### src/rtl/gbt_link_pattern_tester.sv
// GBT link test-pattern generator (counter / PRBS-31) with a self-synchronising checker,
// lock tracking, saturating error statistics and a heartbeat output.
//   state  | meaning
//   IDLE   | waiting for the first word to seed the prediction
//   SEARCH | counting consecutive good words towards lock
//   LOCKED | link good; bad words are counted as errors
module gbt_link_pattern_tester #(
  parameter int DATA_W     = 64,
  parameter int LOCK_CNT   = 16,
  parameter int UNLOCK_CNT = 4,
  parameter int ERR_W      = 32,
  parameter int TICK_DIV   = 40000000
) (
  input  logic              clk_ik,
  input  logic              rstn_ir,
  input  logic              mode_i,
  input  logic              gen_en_i,
  output logic [DATA_W-1:0] tx_data_o,
  input  logic              rx_valid_i,
  input  logic [DATA_W-1:0] rx_data_i,
  input  logic              clear_i,
  output logic [1:0]        state_o,
  output logic              locked_o,
  output logic              err_pulse_o,
  output logic [ERR_W-1:0]  word_err_cnt_o,
  output logic [ERR_W-1:0]  bit_err_cnt_o,
  output logic [7:0]        lock_loss_cnt_o,
  output logic              heartbeat_o
);

  localparam int PC_W = $clog2(DATA_W + 1);
  localparam int GR_W = $clog2(LOCK_CNT + 1);
  localparam int BR_W = $clog2(UNLOCK_CNT + 1);
  localparam int HB_W = $clog2(TICK_DIV);
  localparam logic [GR_W-1:0] LOCK_TC   = GR_W'(LOCK_CNT - 1);
  localparam logic [BR_W-1:0] UNLOCK_TC = BR_W'(UNLOCK_CNT - 1);
  localparam logic [HB_W-1:0] HB_TC     = HB_W'(TICK_DIV - 1);

  typedef enum logic [1:0] {
    S_IDLE   = 2'b00,
    S_SEARCH = 2'b01,
    S_LOCKED = 2'b10
  } state_e;

  // DATA_W serial steps of x^31+x^28+1; the first bit produced ends up in the MSB.
  function automatic logic [DATA_W-1:0] prbs_word(input logic [30:0] seed);
    logic [30:0] s;
    logic        nb;
    prbs_word = '0;
    s = seed;
    for (int i = 0; i < DATA_W; i++) begin
      nb = s[30] ^ s[27];
      s = {s[29:0], nb};
      prbs_word = {prbs_word[DATA_W-2:0], nb};
    end
  endfunction

  function automatic logic [PC_W-1:0] popcnt(input logic [DATA_W-1:0] v);
    logic [DATA_W-1:0] t;
    popcnt = '0;
    t = v;
    for (int i = 0; i < DATA_W; i++) begin
      popcnt = popcnt + PC_W'(t[0]);
      t = t >> 1;
    end
  endfunction

  logic              mode_q;
  logic              mode_chg;
  logic [DATA_W-1:0] tx_q;
  logic [30:0]       lfsr_q;
  logic [DATA_W-1:0] gen_prbs;
  logic [DATA_W-1:0] prev_q;
  logic [DATA_W-1:0] exp_word;
  logic              rx_good;
  state_e            state_q, state_d;
  logic [GR_W-1:0]   good_q, good_d;
  logic [BR_W-1:0]   bad_q, bad_d;
  logic              cnt_err, lost;
  logic              err_q, loss_q;
  logic [PC_W-1:0]   pc_q;
  logic              err_pulse_q;
  logic [ERR_W-1:0]  word_err_q, bit_err_q;
  logic [ERR_W:0]    bit_sum;
  logic [7:0]        loss_cnt_q;
  logic [HB_W-1:0]   div_q;
  logic              hb_q;

  assign mode_chg = mode_i ^ mode_q;
  assign gen_prbs = prbs_word(lfsr_q);

  // The LFSR is kept apart from tx_q because reset leaves tx at 0 while the LFSR is all-ones.
  always_ff @(posedge clk_ik or negedge rstn_ir) begin
    if (!rstn_ir) begin
      mode_q <= 1'b0;
      tx_q   <= '0;
      lfsr_q <= '1;
    end else begin
      mode_q <= mode_i;
      if (mode_chg) begin
        tx_q   <= '0;
        lfsr_q <= '1;
      end else if (gen_en_i) begin
        if (mode_q) begin
          tx_q   <= gen_prbs;
          lfsr_q <= gen_prbs[30:0];
        end else begin
          tx_q <= tx_q + 1'b1;
        end
      end
    end
  end

  assign exp_word = mode_q ? prbs_word(prev_q[30:0]) : prev_q + 1'b1;
  assign rx_good  = (rx_data_i == exp_word) && !(mode_q && (rx_data_i == '0));

  always_ff @(posedge clk_ik or negedge rstn_ir) begin
    if (!rstn_ir) begin
      state_q <= S_IDLE;
      good_q  <= '0;
      bad_q   <= '0;
      prev_q  <= '0;
    end else begin
      state_q <= state_d;
      good_q  <= good_d;
      bad_q   <= bad_d;
      if (rx_valid_i) prev_q <= rx_data_i;
    end
  end

  always_comb begin
    state_d = state_q;
    good_d  = good_q;
    bad_d   = bad_q;
    cnt_err = 1'b0;
    lost    = 1'b0;
    if (mode_chg) begin
      state_d = S_IDLE;
      good_d  = '0;
      bad_d   = '0;
    end else if (rx_valid_i) begin
      case (state_q)
        S_IDLE: begin
          state_d = S_SEARCH;
          good_d  = '0;
          bad_d   = '0;
        end
        S_SEARCH: begin
          if (!rx_good) begin
            good_d = '0;
          end else if (good_q == LOCK_TC) begin
            state_d = S_LOCKED;
            good_d  = '0;
            bad_d   = '0;
          end else begin
            good_d = good_q + 1'b1;
          end
        end
        S_LOCKED: begin
          if (rx_good) begin
            bad_d = '0;
          end else begin
            cnt_err = 1'b1;
            if (bad_q == UNLOCK_TC) begin
              state_d = S_SEARCH;
              good_d  = '0;
              bad_d   = '0;
              lost    = 1'b1;
            end else begin
              bad_d = bad_q + 1'b1;
            end
          end
        end
        default: state_d = S_IDLE;
      endcase
    end
  end

  always_comb begin
    state_o  = state_q;
    locked_o = (state_q == S_LOCKED);
  end

  // clear_i also drops the in-flight stage so a coincident error never survives it.
  always_ff @(posedge clk_ik or negedge rstn_ir) begin
    if (!rstn_ir) begin
      err_q  <= 1'b0;
      loss_q <= 1'b0;
      pc_q   <= '0;
    end else if (clear_i) begin
      err_q  <= 1'b0;
      loss_q <= 1'b0;
      pc_q   <= '0;
    end else begin
      err_q  <= cnt_err;
      loss_q <= lost;
      pc_q   <= cnt_err ? popcnt(rx_data_i ^ exp_word) : '0;
    end
  end

  assign bit_sum = {1'b0, bit_err_q} + (ERR_W+1)'(pc_q);

  always_ff @(posedge clk_ik or negedge rstn_ir) begin
    if (!rstn_ir) begin
      err_pulse_q <= 1'b0;
      word_err_q  <= '0;
      bit_err_q   <= '0;
      loss_cnt_q  <= '0;
    end else begin
      err_pulse_q <= err_q;
      if (clear_i) begin
        word_err_q <= '0;
        bit_err_q  <= '0;
        loss_cnt_q <= '0;
      end else begin
        if (err_q && !(&word_err_q)) word_err_q <= word_err_q + 1'b1;
        bit_err_q <= bit_sum[ERR_W] ? '1 : bit_sum[ERR_W-1:0];
        if (loss_q && !(&loss_cnt_q)) loss_cnt_q <= loss_cnt_q + 1'b1;
      end
    end
  end

  always_ff @(posedge clk_ik or negedge rstn_ir) begin
    if (!rstn_ir) begin
      div_q <= '0;
      hb_q  <= 1'b0;
    end else if (div_q == HB_TC) begin
      div_q <= '0;
      hb_q  <= ~hb_q;
    end else begin
      div_q <= div_q + 1'b1;
    end
  end

  assign tx_data_o       = tx_q;
  assign err_pulse_o     = err_pulse_q;
  assign word_err_cnt_o  = word_err_q;
  assign bit_err_cnt_o   = bit_err_q;
  assign lock_loss_cnt_o = loss_cnt_q;
  assign heartbeat_o     = hb_q;

endmodule
### config.mk
export PLATFORM = sky130hd
export DESIGN_NAME = gbt_link_pattern_tester
export DESIGN_NICKNAME = d
export VERILOG_FILES = /design/src/rtl/gbt_link_pattern_tester.sv
export SDC_FILE = /design/constraint.sdc
export NUM_CORES = 1
export LEC_CHECK = 0
export ABC_AREA = 1
export CORE_ASPECT_RATIO = 1.4
export CORE_UTILIZATION = 35
export DETAILED_ROUTE_END_ITERATION = 10
export PLACE_DENSITY = 0.61
export SETUP_SLACK_MARGIN = 0.15
export SYNTH_ARGS = -nofsm -noshare
export SYNTH_HDL_FRONTEND = slang
export SYNTH_SLANG_ARGS = --single-unit
export TNS_END_PERCENT = 100
### constraint.sdc
create_clock -name clk_ik -period 9.92 [get_ports clk_ik]
set_input_delay 0.992 -clock clk_ik [delete_from_list [all_inputs] [get_ports clk_ik]]
set_output_delay 0.992 -clock clk_ik [all_outputs]
set_load 0.005 [all_outputs]
==> impl_metrics.yaml <==
routing:
  drt-vias-per-instance: 5.230
  ant_nets: 0
  initialDrtViolationCount: 2254
  wl_per_cell_um: 19.75
  dr_total_vias: 22290
  dr.pass1.iters: 8
  wl_mm: 84.17
  drc: 0
grt:
  grt_max_degree: 95
  grt.total_usage_pct: 26.79
  gr-total-overflow: 0
  grt_pass1_wl_mm: 129.2
  use_met3_pct: 3.970
  grt_pass1_vias: 21718
  busiest_layer: "met2"
  use_met2_pct: 46.04
  antenna_found_initial: 3
  grt_util_met1_pct: 30.73
synthesis:
  netlist_area_um2: 21820
  synth_top_family_by_area: "simple AND/OR/NAND/NOR gates"
  synthMuxAreaShare_pct: 0
  synth-xor-area-share_pct: 5.259
  syn_inst: 3240
  synthArstFlopShare_pct: 100.0
  ys_ff_latch: 279
  yosys.area_share.adder_pct: 6.825
  syn_nets: 3396
  synth_cell_types: 53
  yosysSeqAreaShare_pct: 32.18
  yosys.area_share.simple_pct: 34.74
  avgSynthCellArea_um2: 6.734
  synth-edff-count: 0
  synth_compound_area_share_pct: 10.74
  yosysWarnings: 0
  synth_ff_type: "dfrtp_1"
place:
  port_buffers: 210
  gp_congestion: 1.011
  pre_cts_slack_ns: 2.055
  hpwl_mm: 65.48
layout:
  utilization_pct: 42.32
  antenna_cells: 0
  seqCellArea_um2: 7024
  nFillCells: 6429
  area_delta_synth_final_pct: 18.68
  drive_above_1_share_pct: 5.544
  layout.nets: 3577
  multiInputGateArea_um2: 12570
floorplanning:
  die_w_um: 213.0
  rows: 107
  die_area_um2: 63350
  start_util_pct: 35.66
  io_pins: 211
  die_h_um: 297.4
  core_um2: 61180
worst_setup_path:
  endpoint_kind: "flop"
  crit_path_frequent_cell: "fa_1"
  worstPathRequired_ns: 10.37
  crit_fanout: 59
  crit_type: "flop to flop"
  cp_slowest_cell: "dfrtp_4"
  startpoint_type: "flop"
  slowest_delay_ns: 0.71
  arrival_ns: 8.31
sta:
  fin_skew_ns: 0.03463
  hold_violations: 0
  clock.fmax_ghz: 0.1271
  final.setup.worst_slack_ns: 2.052
  setup_violations: 0
  tightest_slew_ns: 0.9563
  period_share_pct: 79.31
  setup_tns_ns: 0
  rsz0062_at_grt: "no"
  slew_headroom_pct: 36.25
  slew_viol_final: 0
  fin_crit_ns: 7.868
  holdWs_ns: 0.4068
power_and_ir_drop:
  p_total_uw: 8785
  powerDensity_nw_per_um2: 339.3
  p_leak_uw: 0.01189
  max-vdd-ir-drop_v: 0.0009558
clocking:
  cts.clk_slew.worst_paths_ns: 0.06
  clk_latency_ns: 0.57
  clockRootBuffer: "clkbuf_16"
  cts.sinks: 279
  cts_max_level: 2
  cts_hold_buffers: 0
  cts_setup_buffers: 0
  cts_buffers: 35
  cts.repair.resized: 0
  cts_tree: "built"
  cts_buffer_depth: 3
status:
  status: "finished, final reports clean"
flow_run:
  maxCapViolations: 0
min_path:
  hold_path_class: "flop to flop"
layer usage:
metal | vias up | wire, um | share of wire, %
li1 | 10713 | - | -
met2 | 874 | 40910 | 49
met5 | - | 41 | 0.049
met4 | 6 | 6100 | 7.2
met3 | 237 | 5206 | 6.2
met1 | 10460 | 31910 | 38
state kept, by name, summed over array words and instances (netlist names), 2 cells and up:
name,count
bad_q,3
bit_err_cnt_o,32
div_q,26
good_q,5
lfsr_q,31
lock_loss_cnt_o,8
pc_q,7
prev_q,64
state_o,2
tx_data_o,64
word_err_cnt_o,32
area by class of cell:
type	instances	share of cell area, %
Multi-Input combinational cell	2378	48.54
Sequential cell	279	27.13
Timing Repair Buffer	225	8.563
Inverter	502	7.287
Clock buffer	54	4.127
Tap cell	817	3.948
Clock inverter	7	0.4107
critical path, delay by kind of cell (launching register included):
family	cells	cell delay, ns
flops	1	0.71
xor+xnor	1	0.13
compound gates	2	0.29
simple gates	9	0.77
fa+ha+maj	9	4.40
buf+inv	7	1.41
final timing paths:
| path | from | endpoint | slack [ns] | cells after the start |
|---|---|---|---|---|
| max | mode_q | pc_q[5] | 2.05 | 28 |
| min | err_q | err_pulse_o | 0.41 | 0 |
| max reg2reg | mode_q | pc_q[5] | 2.05 | 28 |
| min reg2reg | err_q | err_pulse_o | 0.41 | 0 |
| max in group asynchronous | rstn_ir | mode_q | 7.95 | 2 |
| min in group asynchronous | rstn_ir | prev_q[23] | 0.46 | 1 |
metrics by stage:
step | instances | cell area, um^2
floorplan | 3240 | 21820
global placement | 4201 | 24720
detailed placement | 4201 | 24720
CTS | 4262 | 25890
global route | 4262 | 25890
finish | 4262 | 25890
placed cells by master (no fill, tap or decap), types with 7 or more instances in the layout:
master / count
nor3_1: 69
inv_1: 482
xor2_1: 72
fa_1: 55
o22ai_1: 40
nand4_1: 54
o211ai_1: 29
clkbuf_8: 10
clkbuf_16: 36
nor2_1: 326
clkinv_1: 9
or2_2: 9
inv_2: 10
o21ai_0: 214
nand2_1: 877
nand2_4: 7
clkdlybuf4s50_1: 208
nor2_4: 12
nand3b_1: 25
clkbuf_1: 8
o21ai_1: 19
dfstp_2: 31
xnor2_1: 59
a21oi_1: 94
nor4_1: 21
nand2_2: 20
buf_4: 16
dfrtp_1: 247
nor2_2: 19
nand3_1: 279
ha_1: 31
cell families (layout without fill, tap and decap cells):
family / after synthesis / after routing
AND/OR/NAND/NOR: 1735 / 1735
AO/OA/AOI/OAI: 426 / 426
flip-flops: 279 / 279
XOR/XNOR: 131 / 131
adder cells (fa/ha/maj): 86 / 86
buffers and inverters: 583 / 788
cell usage after synthesis (3+ instances only):
library cell | count | area, um^2
nor4_1 | 21 | 131.4
a31oi_1 | 5 | 31.28
or2_2 | 9 | 56.30
nor3b_1 | 3 | 22.52
o211ai_1 | 29 | 217.7
o31ai_1 | 4 | 30.03
nor3_1 | 69 | 345.3
buf_2 | 11 | 55.05
nor2_2 | 18 | 112.6
buf_4 | 4 | 30.03
xnor2_1 | 59 | 516.8
nand4_1 | 54 | 337.8
a211oi_1 | 5 | 37.54
o21ai_1 | 19 | 95.09
a21oi_1 | 94 | 470.5
dfstp_2 | 31 | 814.5
o22ai_1 | 40 | 250.2
dfrtp_1 | 248 | 6206
fa_1 | 55 | 1101
nand3_2 | 4 | 40.04
inv_2 | 11 | 41.29
clkinv_1 | 9 | 33.78
nand3b_1 | 25 | 187.7
o21ai_0 | 214 | 1071
and2_1 | 4 | 25.02
buf_1 | 8 | 30.03
ha_1 | 31 | 387.9
xor2_1 | 72 | 630.6
nand3_1 | 279 | 1396
nand2_2 | 20 | 125.1
nand2_1 | 877 | 3292
nor2_4 | 11 | 123.9
nor2_1 | 328 | 1231
nand2_4 | 7 | 78.83
clkbuf_1 | 55 | 206.5
inv_1 | 482 | 1809
power by group:
part           total (uW)  switching, uW  internal [uW]
combinational        5850           3430           2410
sequential           1590            247           1350
clock                1340            547            795
Power figures use the tool's default switching activity.
